===== src/rtl/ps2_pkg.sv =====
// Shared PS/2 types and constants for the host-side command sequencer.
package ps2_pkg;

  localparam logic [7:0] PS2_ACK       = 8'hFA;
  localparam logic [7:0] PS2_RESEND    = 8'hFE;
  localparam logic [7:0] PS2_BAT_OK    = 8'hAA;
  localparam logic [7:0] PS2_BAT_FAIL  = 8'hFC;
  localparam logic [7:0] PS2_CMD_RESET = 8'hFF;

  typedef struct packed {
    logic frame_error;
    logic parity_error;
    logic clk_timeout;
    logic rqst_timeout;
  } flags_t;

  typedef enum logic [2:0] {
    S_IDLE,
    S_SEND_CMD,
    S_WAIT_CMD,
    S_SEND_ARG,
    S_WAIT_ARG,
    S_WAIT_BAT
  } seq_state_t;

  typedef enum logic [1:0] {
    SEQ_OK,
    SEQ_NACK,
    SEQ_TIMEOUT,
    SEQ_BAT_FAIL
  } seq_status_t;

endpackage


===== src/rtl/ps2_cmd_sequencer_if.sv =====
// Host command/response, scan stream and ps2_controller signals of the sequencer.
interface ps2_cmd_sequencer_if;
  import ps2_pkg::*;

  logic        cmd_valid;
  logic        cmd_ready;
  logic [7:0]  cmd_byte;
  logic        cmd_has_arg;
  logic [7:0]  cmd_arg;
  logic        rsp_valid;
  seq_status_t rsp_status;
  logic        scan_valid;
  logic [7:0]  scan_data;
  logic        en;
  logic        tx_rqst;
  logic [7:0]  tx_data;
  logic        valid;
  logic [7:0]  rx_data;
  flags_t      flags;

  modport slave (
    input  cmd_valid, cmd_byte, cmd_has_arg, cmd_arg, valid, rx_data, flags,
    output cmd_ready, rsp_valid, rsp_status, scan_valid, scan_data, en, tx_rqst, tx_data
  );

  modport master (
    output cmd_valid, cmd_byte, cmd_has_arg, cmd_arg, valid, rx_data, flags,
    input  cmd_ready, rsp_valid, rsp_status, scan_valid, scan_data, en, tx_rqst, tx_data
  );

endinterface


===== src/rtl/ps2_seq_timer.sv =====
// Loadable down-counter; expired while the count sits at zero.
module ps2_seq_timer #(
  parameter int W = 26
) (
  input  logic         clk,
  input  logic         rst_n,
  input  logic         load,
  input  logic [W-1:0] value,
  output logic         expired
);

  logic [W-1:0] cnt_q;

  always_ff @(posedge clk or negedge rst_n) begin
    if (!rst_n)              cnt_q <= '0;
    else if (load)           cnt_q <= value;
    else if (cnt_q != '0)    cnt_q <= cnt_q - 1'b1;
  end

  assign expired = (cnt_q == '0);

endmodule


===== src/rtl/ps2_cmd_sequencer.sv =====
// PS/2 host command sequencer: send opcode (+arg), await ACK, retry, report status.
// Optional BAT wait after reset command: define PS2_SEQ_BAT_WAIT_EN.
module ps2_cmd_sequencer
  import ps2_pkg::*;
#(
  parameter int MAX_RETRY       = 3,
  parameter int ACK_TIMEOUT_CYC = 1_000_000,
  parameter int BAT_TIMEOUT_CYC = 50_000_000
) (
  input  logic                 clk,
  input  logic                 rst_n,
  ps2_cmd_sequencer_if.slave   bus
);

  localparam int TMAX = (ACK_TIMEOUT_CYC > BAT_TIMEOUT_CYC) ? ACK_TIMEOUT_CYC : BAT_TIMEOUT_CYC;
  localparam int TW   = $clog2(TMAX + 1);
  localparam int RW   = (MAX_RETRY > 0) ? $clog2(MAX_RETRY + 1) : 1;
  // The tx_rqst cycle and the registered rsp_valid each take one of the budgeted cycles.
  localparam logic [TW-1:0] ACK_LOAD = TW'(ACK_TIMEOUT_CYC - 2);
  localparam logic [TW-1:0] BAT_LOAD = TW'(BAT_TIMEOUT_CYC - 1);

  seq_state_t  state_q, state_d;
  logic [7:0]  cmd_q, cmd_d, arg_q, arg_d;
  logic        has_arg_q, has_arg_d;
  logic [RW-1:0] retry_q, retry_d;
  logic        rsp_v_q, rsp_v_d;
  seq_status_t rsp_st_q, rsp_st_d;
  logic        scan_v_q, scan_v_d;
  logic [7:0]  scan_data_q, scan_data_d;
  logic        en_q;
  logic        tmr_load, tmr_expired, rx_clean;
  logic [TW-1:0] tmr_val;

  ps2_seq_timer #(.W(TW)) u_timer (
    .clk     (clk),
    .rst_n   (rst_n),
    .load    (tmr_load),
    .value   (tmr_val),
    .expired (tmr_expired)
  );

  always_ff @(posedge clk or negedge rst_n) begin
    if (!rst_n) begin
      state_q     <= S_IDLE;
      cmd_q       <= '0;
      arg_q       <= '0;
      has_arg_q   <= 1'b0;
      retry_q     <= '0;
      rsp_v_q     <= 1'b0;
      rsp_st_q    <= SEQ_OK;
      scan_v_q    <= 1'b0;
      scan_data_q <= '0;
      en_q        <= 1'b0;
    end else begin
      state_q     <= state_d;
      cmd_q       <= cmd_d;
      arg_q       <= arg_d;
      has_arg_q   <= has_arg_d;
      retry_q     <= retry_d;
      rsp_v_q     <= rsp_v_d;
      rsp_st_q    <= rsp_st_d;
      scan_v_q    <= scan_v_d;
      scan_data_q <= scan_data_d;
      en_q        <= 1'b1;
    end
  end

  assign rx_clean = bus.valid && (bus.flags == '0);

  always_comb begin
    state_d     = state_q;
    cmd_d       = cmd_q;
    arg_d       = arg_q;
    has_arg_d   = has_arg_q;
    retry_d     = retry_q;
    rsp_v_d     = 1'b0;
    rsp_st_d    = rsp_st_q;
    scan_v_d    = 1'b0;
    scan_data_d = scan_data_q;
    tmr_load    = 1'b0;
    tmr_val     = ACK_LOAD;
    case (state_q)
      S_IDLE: begin
        if (rx_clean) begin
          scan_v_d    = 1'b1;
          scan_data_d = bus.rx_data;
        end
        if (bus.cmd_valid && en_q) begin
          cmd_d     = bus.cmd_byte;
          arg_d     = bus.cmd_arg;
          has_arg_d = bus.cmd_has_arg;
          retry_d   = '0;
          state_d   = S_SEND_CMD;
        end
      end
      S_SEND_CMD: begin
        tmr_load = 1'b1;
        state_d  = S_WAIT_CMD;
      end
      S_SEND_ARG: begin
        tmr_load = 1'b1;
        state_d  = S_WAIT_ARG;
      end
      S_WAIT_CMD, S_WAIT_ARG: begin
        if (bus.valid) begin
          if (!rx_clean || bus.rx_data == PS2_RESEND) begin
            if (retry_q < RW'(MAX_RETRY)) begin
              retry_d = retry_q + 1'b1;
              state_d = (state_q == S_WAIT_CMD) ? S_SEND_CMD : S_SEND_ARG;
            end else begin
              rsp_v_d  = 1'b1;
              rsp_st_d = SEQ_NACK;
              state_d  = S_IDLE;
            end
          end else if (bus.rx_data == PS2_ACK) begin
            if (state_q == S_WAIT_CMD && has_arg_q) begin
              retry_d = '0;
              state_d = S_SEND_ARG;
`ifdef PS2_SEQ_BAT_WAIT_EN
            end else if (state_q == S_WAIT_CMD && cmd_q == PS2_CMD_RESET) begin
              tmr_load = 1'b1;
              tmr_val  = BAT_LOAD;
              state_d  = S_WAIT_BAT;
`endif
            end else begin
              rsp_v_d  = 1'b1;
              rsp_st_d = SEQ_OK;
              state_d  = S_IDLE;
            end
          end else begin
            scan_v_d    = 1'b1;
            scan_data_d = bus.rx_data;
          end
        end else if (tmr_expired) begin
          rsp_v_d  = 1'b1;
          rsp_st_d = SEQ_TIMEOUT;
          state_d  = S_IDLE;
        end
      end
`ifdef PS2_SEQ_BAT_WAIT_EN
      S_WAIT_BAT: begin
        if (rx_clean) begin
          if (bus.rx_data == PS2_BAT_OK || bus.rx_data == PS2_BAT_FAIL) begin
            rsp_v_d  = 1'b1;
            rsp_st_d = (bus.rx_data == PS2_BAT_OK) ? SEQ_OK : SEQ_BAT_FAIL;
            state_d  = S_IDLE;
          end else begin
            scan_v_d    = 1'b1;
            scan_data_d = bus.rx_data;
          end
        end else if (tmr_expired) begin
          rsp_v_d  = 1'b1;
          rsp_st_d = SEQ_TIMEOUT;
          state_d  = S_IDLE;
        end
      end
`endif
      default: state_d = S_IDLE;
    endcase
  end

  always_comb begin
    case (state_q)
      S_SEND_CMD, S_WAIT_CMD: bus.tx_data = cmd_q;
      S_SEND_ARG, S_WAIT_ARG: bus.tx_data = arg_q;
      default:                bus.tx_data = 8'h00;
    endcase
  end

  assign bus.cmd_ready  = (state_q == S_IDLE) && en_q;
  assign bus.tx_rqst    = (state_q == S_SEND_CMD) || (state_q == S_SEND_ARG);
  assign bus.rsp_valid  = rsp_v_q;
  assign bus.rsp_status = rsp_st_q;
  assign bus.scan_valid = scan_v_q;
  assign bus.scan_data  = scan_data_q;
  assign bus.en         = en_q;

endmodule


===== src/flat_wrapper.sv =====
// flat-port wrapper written by rule: the top's interface ports become plain ports
module ps2_cmd_sequencer_flat import ps2_pkg::*;
#(
  parameter int MAX_RETRY       = 3,
  parameter int ACK_TIMEOUT_CYC = 1_000_000,
  parameter int BAT_TIMEOUT_CYC = 50_000_000
)
  (clk, rst_n, bus_cmd_valid, bus_cmd_byte, bus_cmd_has_arg, bus_cmd_arg, bus_valid, bus_rx_data, bus_flags, bus_cmd_ready, bus_rsp_valid, bus_rsp_status, bus_scan_valid, bus_scan_data, bus_en, bus_tx_rqst, bus_tx_data);
  ps2_cmd_sequencer_if bus_i ();
  input  logic clk;
  input  logic rst_n;
  input wire logic [$bits(bus_i.cmd_valid)-1:0] bus_cmd_valid;
  input wire logic [$bits(bus_i.cmd_byte)-1:0] bus_cmd_byte;
  input wire logic [$bits(bus_i.cmd_has_arg)-1:0] bus_cmd_has_arg;
  input wire logic [$bits(bus_i.cmd_arg)-1:0] bus_cmd_arg;
  input wire logic [$bits(bus_i.valid)-1:0] bus_valid;
  input wire logic [$bits(bus_i.rx_data)-1:0] bus_rx_data;
  input wire logic [$bits(bus_i.flags)-1:0] bus_flags;
  output wire logic [$bits(bus_i.cmd_ready)-1:0] bus_cmd_ready;
  output wire logic [$bits(bus_i.rsp_valid)-1:0] bus_rsp_valid;
  output wire logic [$bits(bus_i.rsp_status)-1:0] bus_rsp_status;
  output wire logic [$bits(bus_i.scan_valid)-1:0] bus_scan_valid;
  output wire logic [$bits(bus_i.scan_data)-1:0] bus_scan_data;
  output wire logic [$bits(bus_i.en)-1:0] bus_en;
  output wire logic [$bits(bus_i.tx_rqst)-1:0] bus_tx_rqst;
  output wire logic [$bits(bus_i.tx_data)-1:0] bus_tx_data;
  assign bus_i.cmd_valid = bus_cmd_valid;
  assign bus_i.cmd_byte = bus_cmd_byte;
  assign bus_i.cmd_has_arg = bus_cmd_has_arg;
  assign bus_i.cmd_arg = bus_cmd_arg;
  assign bus_i.valid = bus_valid;
  assign bus_i.rx_data = bus_rx_data;
  assign bus_i.flags = bus_flags;
  assign bus_cmd_ready = bus_i.cmd_ready;
  assign bus_rsp_valid = bus_i.rsp_valid;
  assign bus_rsp_status = bus_i.rsp_status;
  assign bus_scan_valid = bus_i.scan_valid;
  assign bus_scan_data = bus_i.scan_data;
  assign bus_en = bus_i.en;
  assign bus_tx_rqst = bus_i.tx_rqst;
  assign bus_tx_data = bus_i.tx_data;
  ps2_cmd_sequencer #(.MAX_RETRY(MAX_RETRY), .ACK_TIMEOUT_CYC(ACK_TIMEOUT_CYC), .BAT_TIMEOUT_CYC(BAT_TIMEOUT_CYC)) u_core (.clk(clk), .rst_n(rst_n), .bus(bus_i));
endmodule

===== config.mk =====
export PLATFORM = sky130hd
export DESIGN_NAME = ps2_cmd_sequencer_flat
export DESIGN_NICKNAME = d
export VERILOG_FILES = /design/src/rtl/ps2_pkg.sv /design/src/rtl/ps2_cmd_sequencer_if.sv /design/src/rtl/ps2_seq_timer.sv /design/src/rtl/ps2_cmd_sequencer.sv /design/src/flat_wrapper.sv
export SDC_FILE = /design/constraint.sdc
export NUM_CORES = 1
export LEC_CHECK = 0
export CAP_MARGIN = 25
export CORE_MARGIN = 8
export CORE_UTILIZATION = 57
export CTS_CLUSTER_DIAMETER = 200
export DETAILED_ROUTE_END_ITERATION = 6
export PLACE_DENSITY = 0.85
export SLEW_MARGIN = 20
export SYNTH_ARGS = -nofsm -noshare
export SYNTH_HDL_FRONTEND = slang
export SYNTH_HIERARCHICAL = 1
export SYNTH_SLANG_ARGS = --single-unit

===== constraint.sdc =====
create_clock -name clk -period 3.7 [get_ports clk]
set_input_delay 1.11 -clock clk [delete_from_list [all_inputs] [get_ports clk]]
set_output_delay 1.11 -clock clk [all_outputs]
set_load 0.03 [all_outputs]

Word level (Yosys, flattened, before mapping)
Index checks and enable logic that the tools add are counted. Widths: inputs -> output; s select.

$add $sub $neg: 2. Magnitude comparators: 1. Eq/ne operators: 19. Mux-type cells: 43. Reduce and logical (&&, ||, !) cells: 23.

Operator list (count): $mux 26 (2); $mux 8 (4); $pmux 8 s2 (2); $mux 2 (14); $logic_not 26->1 (1); $reduce_bool 26->1 (1); $sub 26x1->26 const B (1); $mux 3 (6); $eq 8x8->1 const B (2); $mux 1 (12); $pmux 3 s4 (1); $reduce_and 5->1 (2); $ne 3x1->1 const B (3); $reduce_or 2->1 (4); $eq 3x2->1 const B (2); $ne 2x2->1 const B (3); $ne 3x2->1 const B (2); $ne 3x3->1 const B (2); $reduce_and 6->1 (1); $reduce_bool 2->1 (3); $logic_and 1x1->1 (4); $logic_not 4->1 (1); $ne 2x1->1 const B (2); $ne 4x2->1 const B (1); other kinds (11) (12).

Register bits: 61. Input port bits: 33. Output and inout port bits: 23.

Longest topological paths before layout
Depth after elaboration: 7. Gate-level depth with buffers: 12.

Cells and area by module
The synthesis kept the hierarchy.

Modules (own cells, without submodules): ps2_cmd_sequencer (instances 1, cells each 165, area an instance 1803.0 um2); ps2_seq_timer (instances 1, cells each 168, area an instance 1517.7 um2).

Least setup slack after synthesis
Ideal clock, no wire load.

Path kind: register to output. From: register u_core.state_q[0]. To: output bus_tx_data[0]. Arrival time: 1614 ps. Slack: 976 ps. Stages on the path, launching flop included: 6. Buffers on the path: 2. Cells stage by stage: dfrtp_1 clkbuf_2 nor2b_1 clkbuf_1 a21oi_1 o21ai_0.

Longest elaborated chain between the ends: 3. Elaborated cells on any way between the ends: 7. Those cells by class: eq/ne (4); mux (1); reduce/logical (2).

RTL lines: start, declared (line ps2_cmd_sequencer.sv:22) `seq_state_t state_q, state_d;`; start signal, assigned (line ps2_cmd_sequencer.sv:55) `state_q <= state_d;`; $eq 3x3->1 (tied with other cells) (line ps2_cmd_sequencer.sv:163) `case (state_q)`; $reduce_or 2->1 (line ps2_cmd_sequencer.sv:163); $pmux 8 s2 (*) (line ps2_cmd_sequencer.sv:163); end, declared (line flat_wrapper.sv:26) `output wire logic [$bits(bus_i.tx_data)-1:0] bus_tx_data;`.

Every way passes the cells marked *; elsewhere a longest branch is shown, timed or not.

Worst setup path in the final report
From: register u_core.state_q[0]. To: output bus_tx_data[6].

Same word-level chain as after synthesis.

==> run summary <==
Post-synth EDFFs -> 0
Final Skew -> 9.95 ps
Vias per cell -> 5.47
Complex-gate fraction of the synthesized area -> 13.2%
Synth Area in XOR/XNOR -> 4.48%
Die height -> 92.3 µm
CP cell instances -> nor2b_1 > a21oi_1 > o21ai_0 > clkdlybuf4s50_1
Clock Sinks -> 61
Outcome -> finished, final reports clean
Simple-gate portion of the synthesized area -> 19.4%
Max-cap violations -> 0
Final Max Tran Viols -> 0
Final HPWL DP -> 5270 µm
CTS H-tree lvls -> 3
Cells after DPL -> 477
Clock Latency Late Sink -> 340 ps
Crit path DAT -> 2410 ps
Core Box Area -> 5780 µm²
Die ar. -> 8520 µm²
Count leader, synth -> dfrtp_1
Num ports -> 56
Max clock buf depth -> 2
Final worst path period share -> 95.1%
Total GRT Usage -> 18.2%
Synth warn -> 6
Most frequent cells after synthesis -> 61 x dfrtp_1, 43 x nand2_1, 27 x o21ai_0
Setup Viol. Count Final -> 0
Crit-path max cell delay -> 700 ps
Gpl congestion -> 0.831
Largest family of logic cells by synthesized area -> simple AND/OR/NAND/NOR gates
Worst hold path type -> reg2reg
Ant. Diodes -> 0
Synth Register Bits -> 61
Tmin final -> 3520 ps
Top area cells in the synthesized netlist -> dfrtp_1 46%, mux2_2 8.1%, nand2_1 4.9%
Critical-path top delay cell -> clkdlybuf4s50_1
Unique masters post-synth -> 63
Drc violations -> 0
RSZ-0062 raised after global routing -> false
Mapped Cells -> 333
Crit start category -> flop
Netlist Area Pre-Place -> 3320 µm²
CTS Hold Bufs -> 0
Post-synthesis adder-cell area fraction -> 0.754%
Die width -> 92.3 µm
Clk pin slew, worst setup/hold paths -> 70 ps
Post-route insts no fill -> 493
Cell area power density -> 842 nW/µm²
Total wire length -> 7430 µm
Initial antenna violation count -> 0
Root Driver -> clkbuf_8
TritonCTS buffer count -> 9
Crit Path Max Fanout -> 9
Post-route ant nets -> 0
Place WS -> 469 ps
VDD IR max -> 445 µV
Crit end category -> output port
Starting Density -> 57.4%
Grt ovf -> 0
Fmax -> 0.284 GHz
Relative slew slack -> 47.6%
Top-area cell type share of the netlist area -> 46.0%
Vias in the first global route -> 2737
PostCTS Resize Cnt -> 0
Sequential element share of the synthesized area -> 46.0%
Via count -> 2696
LEAKAGE -> 1.78 nW
Crit path required time -> 2590 ps
Row Count -> 28
TNS Setup -> 0 ps
Top_reg_cell synth -> dfrtp_1
Post-CTS Repair Setup Buffers -> 0
Final hold viol count -> 0
First-pass GRT wire length -> 12600 µm
Number of I/O port buffers -> 55
Worst Slack Setup Final -> 181 ps
P&R area growth vs syn -> 26.9%
Async S/R FF share, synth -> 100%
Detailed Route Iter0 Violations -> 80
Largest net degree at the start of global routing -> 39
Ratio of cells with drive above 1 in the final layout -> 14.8%
Avg Synthesized Cell Area -> 9.97 µm²
Mux cell area share after synthesis -> 12.7%
Slew @ Worst Pin -> 785 ps
First-pass DRT Iterations -> 4
CTS tree -> yes
Critical path class -> reg2out
Leading area contributor after synthesis -> dfrtp_1
Wire per inst -> 15.1 µm
Nets -> 448
[cell type report]
cell class              count  area (µm²)
multi-input cells         273        1790
fillers                   417        1570
flip-flops and latches     61        1530
repair buffers             60         583
clock buffers              12         145
well taps                  75        93.8
clock inverters             4        47.5
inverters                   8        30.0
[cells in the final DEF (no fill, tap or decap), types with 3 or more instances in the layout]
master / instances
conb_1: 27
buf_4: 5
mux2i_1: 11
nor2_1: 23
clkbuf_8: 10
mux2_2: 24
o21ai_0: 27
xnor2_1: 8
xor2_1: 9
dfrtp_1: 61
and3_1: 3
or4_1: 3
nand3_1: 6
a31oi_1: 3
a21oi_1: 13
nand2_1: 43
inv_1: 6
nor3_1: 6
nor4_1: 5
nand3b_1: 4
clkdlybuf4s50_1: 54
o31ai_1: 8
o211ai_1: 3
[report_power, final]
group / switching (mW) / internal [mW]
Sequential: 0.287 / 0.987
Clock: 0.252 / 0.328
Combinational: 0.922 / 0.772
[critical path: cells and delay by family (launching register included)]
family / cells / cell delay, ps
buffers and inverters: 1 / 700
AND/OR/NAND/NOR: 1 / 550
AO/OA/AOI/OAI: 2 / 340
flip-flops: 1 / 480
[worst paths after layout]
| path | start | to | slack (ps) | cells past startpoint |
|---|---|---|---|---|
| max | u_core/state_q[0] | bus_tx_data[6] | 180 | 4 |
| min | u_core/bus.scan_data[3] | u_core/bus.scan_data[3] | 500 | 1 |
| max reg2reg | u_core/u_timer/cnt_q[0] | u_core/state_q[1] | 870 | 10 |
| min reg2reg | u_core/bus.scan_data[3] | u_core/bus.scan_data[3] | 500 | 1 |
| max in group asynchronous | rst_n | u_core/u_timer/cnt_q[2] | 2180 | 2 |
| min in group asynchronous | rst_n | u_core/cmd_q[7] | 820 | 1 |
[layer usage]
| layer | track usage [%] | vias to the layer above | share of wire, % |
|---|---|---|---|
| li1 | - | 1321 | - |
| met1 | 20.5 | 1309 | 42 |
| met2 | 31.9 | 58 | 52 |
| met3 | 5.83 | 8 | 5.1 |
| met4 | 5.77 | 0 | 0.89 |
| met5 | 0 | - | 0 |
[sequential cells by signal, summed over array words and instances, names as in the netlist]
| name | count |
|---|---|
| u_core/bus.scan_valid | 1 |
| u_core/bus.scan_data | 8 |
| u_core/cmd_q | 8 |
| u_core/state_q | 3 |
| u_core/has_arg_q | 1 |
| u_core/retry_q | 2 |
| u_core/bus.en | 1 |
| u_core/bus.rsp_valid | 1 |
| u_core/bus.rsp_status | 2 |
| u_core/u_timer/cnt_q | 26 |
| u_core/arg_q | 8 |
[metrics by stage]
step,total power [mW],util (%),hold WS [ps],instance area [µm²]
after CTS,3.56,72.8,501,4210
final,3.55,72.9,499,4220
after global placement,2.89,69.5,465,4020
after global routing,3.79,72.9,533,4220
after floorplan,2.42,-,486,3410
after detailed placement,2.96,69.5,486,4020
[logic make-up (layout without fill, tap and decap cells)]
logic type                 after synthesis  in the layout
other                                    2             27
AOI/OAI and AO/OA                       71             71
DFF                                     61             61
muxes                                   38             38
and+or+nand+nor                        118            118
xor gates and xnor gates                17             17
adders and majority gates                2              2
buffers and inverters                   24             84
(Power assumes the default switching activity.)
==> RTL edit 1 (same settings) <==
Take the reset off `scan_data_q` and load it in a clocked block of its own.
--- a/src/rtl/ps2_cmd_sequencer.sv
+++ b/src/rtl/ps2_cmd_sequencer.sv
@@ -50,5 +50,4 @@
       rsp_st_q    <= SEQ_OK;
       scan_v_q    <= 1'b0;
-      scan_data_q <= '0;
       en_q        <= 1'b0;
     end else begin
@@ -61,7 +60,10 @@
       rsp_st_q    <= rsp_st_d;
       scan_v_q    <= scan_v_d;
-      scan_data_q <= scan_data_d;
       en_q        <= 1'b1;
     end
+  end
+
+  always_ff @(posedge clk) begin
+    scan_data_q <= scan_data_d;
   end
 
Function: changed (Yosys sat finds a counterexample within 4 cycles, from zero or initial values and one cycle with rst_n low).
==> RTL edit 1 against the original RTL <==
  * Sequential cell count did not move
  * Final area shrank 0.83%
  * Clock skew decreased by 0.00073 ns
  * Die area about the same
  * Count of clock-buffer cells in the layout unchanged
  * Global-route usage fell by 0.089 points
  * Worst hold slack worse by 0.0074 ns
  * Non-clock buffer count stayed put
  * Power decreased by 9.1%
  * Worst setup slack gained 0.035 ns
  * Routed wire length is 2.8% lower
  * Synthesized cell count fell by 3.0%
  * Synthesized area grew 0.11%
  * Critical path type unchanged
  * Largest cell class unchanged
  * Highest routed layer unchanged
==> RTL edit 1: results (changes against the original RTL) <==
| Metric | Value |
|---|---|
| Run status | `complete, no violations (unchanged)` |
| Top reg by flops | `u_core/u_timer/cnt_q (unchanged)` |
| Pre-CTS setup slack | `0.4752 ns (was 0.4685 ns)` |
| All-Layer GR Usage | `18.11% (was 18.20%)` |
| Routability-driven placement congestion ratio | `0.8179 (was 0.8312)` |
| Slew Limit Fails | `0 (unchanged)` |
| Starting DRT DRC Count | `108 (was 80)` |
| Leak | `1.711 nW (was 1.779 nW)` |
| Asr flop ratio synth | `86.89% (was 100.0%)` |
| 1st-pass router iterations | `5 (was 4)` |
| Post-synthesis sequential area ratio | `47.12% (was 45.97%)` |
| First-pass GRT wire length | `12.61 mm (about the same)` |
| Total vias in the final route | `2,663 (was 2,696)` |
| Clock Latency Late Sink | `0.34 ns (about the same)` |
| Post-CTS Setup Bufs | `0 (unchanged)` |
| Dpl cells | `468 (was 477)` |
| CTS Buf Count | `9 (unchanged)` |
| CP Max Fanout | `9 (unchanged)` |
| Yosys warnings | `6 (unchanged)` |
| Final HPWL DP | `5.263 mm (was 5.271 mm)` |
| Layout cells sized above 1 | `12.96% (was 14.83%)` |
| Largest net degree at the start of global routing | `54 (was 39)` |
| Max Cap Viol | `0 (unchanged)` |
| Net Sw Frac | `40.59% (was 41.18%)` |
| Worst Max-Slew Pin Slew | `0.7683 ns (was 0.7850 ns)` |
| Library cells used by synthesis | `59 (was 63)` |
| Ranking of synthesized cells by area | `dfrtp_1 (40%), edfxtp_1 (7.2%), nand2_1 (4.6%), mux2_4 (4.5%), o21ai_0 (3.8%) (was dfrtp_1 (46%), mux2_2 (8.1%), nand2_1 (4.9%), o21ai_0 (4.1%), mux2i_1 (3.3%))` |
| CTS root buf | `clkbuf_8 (unchanged)` |
| Initial antenna violation count | `0 (unchanged)` |
| Slowest cell on the critical path | `clkdlybuf4s50_1 (unchanged)` |
| Max reg flops | `26 (unchanged)` |
| Final hold vios | `0 (unchanged)` |
| Wire per inst | `14.92 um (was 15.08 um)` |
| Placed instance area | `0.004009 mm2 (was 0.004016 mm2)` |
| EDFF count, synth | `8 (was 0)` |
| Final #Nets | `439 (was 448)` |
| Most frequent cells after synthesis | `dfrtp_1 (53), nand2_1 (41), o21ai_0 (25) (was dfrtp_1 (61), nand2_1 (43), o21ai_0 (27))` |
| Post-Syn Instances | `323 (was 333)` |
| Worst clock skew | `0.009218 ns (was 0.009951 ns)` |
| Fill cell count | `418 (was 417)` |
| Critical path's largest stage delay | `0.70 ns (about the same)` |
| WP data arrival | `2.37 ns (was 2.41 ns)` |
| Post-Route WL | `7.223 mm (was 7.434 mm)` |
| Peak supply drop | `0.5606 mV (was 0.4451 mV)` |
| CTS max path bufs | `2 (unchanged)` |
| H-tree Lvls | `3 (unchanged)` |
| Port Buffers | `55 (unchanged)` |
## RTL edit 1: critical path: cells and delay by family (launching register included)
kind                   cells  cell delay (ns)
AND/OR/NAND/NOR            2             0.70
buffers and inverters      1             0.70
flip-flops                 1             0.53
AO/OA/AOI/OAI              1             0.11
## RTL edit 1: kinds of logic after synthesis
logic type / after synthesis / synth area share, %
XOR/XNOR: 17 / 4.479
buffers and inverters: 24 / 3.688
multiplexers: 30 / 10.84
AO/OA/AOI/OAI: 69 / 12.95
AND/OR/NAND/NOR: 118 / 19.95
flip-flops: 61 / 47.12
adder cells (fa/ha/maj): 2 / 0.7526
other: 2 / 0.2259
## RTL edit 1: cell type report
type,instances,area [um2],area share [%]
Clock inverter,4,23.77,0.5687
Clock buffer,12,145.1,3.472
Tap cell,75,93.84,2.245
Timing Repair Buffer,60,583.1,13.95
Sequential cell,61,1567,37.47
Multi-Input combinational cell,263,1734,41.48
Inverter,9,33.78,0.8081
## RTL edit 1: what timing repair did
action / CTS / global route
endpoints found under the setup margin: 0 / 5
endpoints found under the hold margin: 0 / 0
resized for setup: 0 / 1
## RTL edit 1: stage by stage
stage	hold WS (ns)	total power, mW
global placement	0.4682	2.643
finish	0.4912	3.225
detailed placement	0.4820	2.706
floorplan	0.4572	2.283
global route	0.5234	3.456
CTS	0.4911	3.236
## RTL edit 1: path summary, 6_finish.rpt
| path | startpoint | end | slack (ns) | cells after the start |
|---|---|---|---|---|
| min in group asynchronous | rst_n | u_core/u_timer/cnt_q[9] | 0.88 | 2 |
| max in group asynchronous | rst_n | u_core/arg_q[3] | 2.37 | 2 |
| setup reg to reg | u_core/u_timer/cnt_q[0] | u_core/u_timer/cnt_q[1] | 1.05 | 8 |
| setup / recovery | u_core/state_q[1] | bus_tx_data[3] | 0.22 | 4 |
| hold / removal | u_core/retry_q[0] | u_core/retry_q[0] | 0.49 | 1 |
| hold reg to reg | u_core/retry_q[0] | u_core/retry_q[0] | 0.49 | 1 |
## RTL edit 1: power by group through the flow
| stage | Sequential, mW | Combinational (mW) | Clock [mW] |
|---|---|---|---|
| floorplan | 1.17 | 1.11 | 0 |
| global placement | 1.22 | 1.42 | 0 |
| detailed placement | 1.23 | 1.48 | 0 |
| CTS | 1.22 | 1.49 | 0.529 |
| global route | 1.27 | 1.63 | 0.562 |
| finish | 1.23 | 1.48 | 0.515 |
## RTL edit 1: layer usage
layer | track usage, % | vias up | part of all wire [%]
li1 | - | 1297 | -
met1 | 21.66 | 1299 | 43
met2 | 30.57 | 59 | 51
met3 | 4.369 | 8 | 4.3
met4 | 7.517 | 0 | 1.3
met5 | 0 | - | 0
==> RTL edit 2 (same flow settings) <==
Made on the original files. `MAX_RETRY` is set to 3 in 2 places; all go to 2.
--- a/src/rtl/ps2_cmd_sequencer.sv
+++ b/src/rtl/ps2_cmd_sequencer.sv
@@ -4,5 +4,5 @@
   import ps2_pkg::*;
 #(
-  parameter int MAX_RETRY       = 3,
+  parameter int MAX_RETRY       = 2,
   parameter int ACK_TIMEOUT_CYC = 1_000_000,
   parameter int BAT_TIMEOUT_CYC = 50_000_000
--- a/src/flat_wrapper.sv
+++ b/src/flat_wrapper.sv
@@ -2,5 +2,5 @@
 module ps2_cmd_sequencer_flat import ps2_pkg::*;
 #(
-  parameter int MAX_RETRY       = 3,
+  parameter int MAX_RETRY       = 2,
   parameter int ACK_TIMEOUT_CYC = 1_000_000,
   parameter int BAT_TIMEOUT_CYC = 50_000_000
Function: changed (Yosys sat finds a counterexample within 10 cycles, from zero or initial values and one cycle with rst_n low).
==> RTL edit 2 against the original RTL <==
  * Sequential cell count unchanged
  * Fmax is 3.3% lower
  * Core utilization grew 0.57 points
  * Routed wire length increased by 6.1%
  * Worst setup slack lost 0.12 ns
  * Synthesized area up 1.8%
  * Power is 3.3% higher
  * Final area grew 1.4%
==> RTL edit 2: results (changes against the original RTL) <==
| Metric | Value |
|---|---|
| Run status | `complete, no violations (unchanged)` |
| Worst flop-to-flop path endpoint | `u_core/state_q[2] (was u_core/state_q[1])` |
| Xor and xnor area share after synthesis | `4.404% (was 4.484%)` |
| Most frequent cells after synthesis | `dfrtp_1 (61), nand2_1 (41), mux2_2 (26) (was dfrtp_1 (61), nand2_1 (43), o21ai_0 (27))` |
| Ranking of synthesized cells by area | `dfrtp_1 (45%), mux2_2 (8.7%), nand2_1 (4.6%), o21ai_0 (3.3%), mux2_1 (2.7%) (was dfrtp_1 (46%), mux2_2 (8.1%), nand2_1 (4.9%), o21ai_0 (4.1%), mux2i_1 (3.3%))` |
| Critical path's largest stage delay | `0.73 ns (was 0.70 ns)` |
| Final #Nets | `444 (was 448)` |
| Pint | `2.137 mW (was 2.087 mW)` |
| Placed instance area | `0.004075 mm2 (was 0.004016 mm2)` |
| Leak | `1.750 nW (was 1.779 nW)` |
| Synth Area in Compound Gates | `14.77% (was 13.23%)` |
| Vias in the first global route | `2,933 (was 2,737)` |
| Wire per inst | `16.12 um (was 15.08 um)` |
| Multiplexer area fraction after synthesis | `12.21% (was 12.70%)` |
| Pre-CTS setup slack | `0.5473 ns (was 0.4685 ns)` |
| Clock group | `0.596 mW (was 0.579 mW)` |
| Worst R2R Setup Slack | `0.94 ns (was 0.87 ns)` |
| Starting DRT DRC Count | `169 (was 80)` |
| Peak supply drop | `0.5618 mV (was 0.4451 mV)` |
| Final HPWL DP | `5.540 mm (was 5.271 mm)` |
| Worst Hold End | `u_core/bus.scan_data[5] (was u_core/bus.scan_data[3])` |
| Dpl cells | `474 (was 477)` |
| WP data arrival | `2.53 ns (was 2.41 ns)` |
| Post-synthesis sequential area ratio | `45.15% (was 45.97%)` |
| Worst Max-Slew Pin Slew | `0.8054 ns (was 0.7850 ns)` |
-- RTL edit 2: cell types whose count changed after synthesis, sizes merged, moves of 3 or more --
cell   unedited run  this run
a21oi            14         5
a22oi             0         9
mux2i            11         3
mux2             27        34
nor2             24        17
nand3             7        11
o21ai            29        26
-- RTL edit 2: per-layer routing --
metal / vias up / part of all wire (%) / wire length [um] / global-route usage [%]
met3: 13 / 6.2 / 490 / 5.529
met1: 1347 / 42 / 3341 / 23.10
met2: 95 / 50 / 3951 / 31.24
met4: 0 / 1.3 / 101 / 8.456
li1: 1344 / - / - / -
met5: - / 0 / 0 / 0
-- RTL edit 2: cell type report --
cell class	instances	area, um2	share of cell area, %
clock buffers	11	151.4	3.542
clock inverters	4	47.55	1.112
inverters	8	30.03	0.7026
multi-input cells	270	1842	43.09
flip-flops and latches	61	1526	35.71
well taps	75	93.84	2.196
repair buffers	60	583.1	13.64
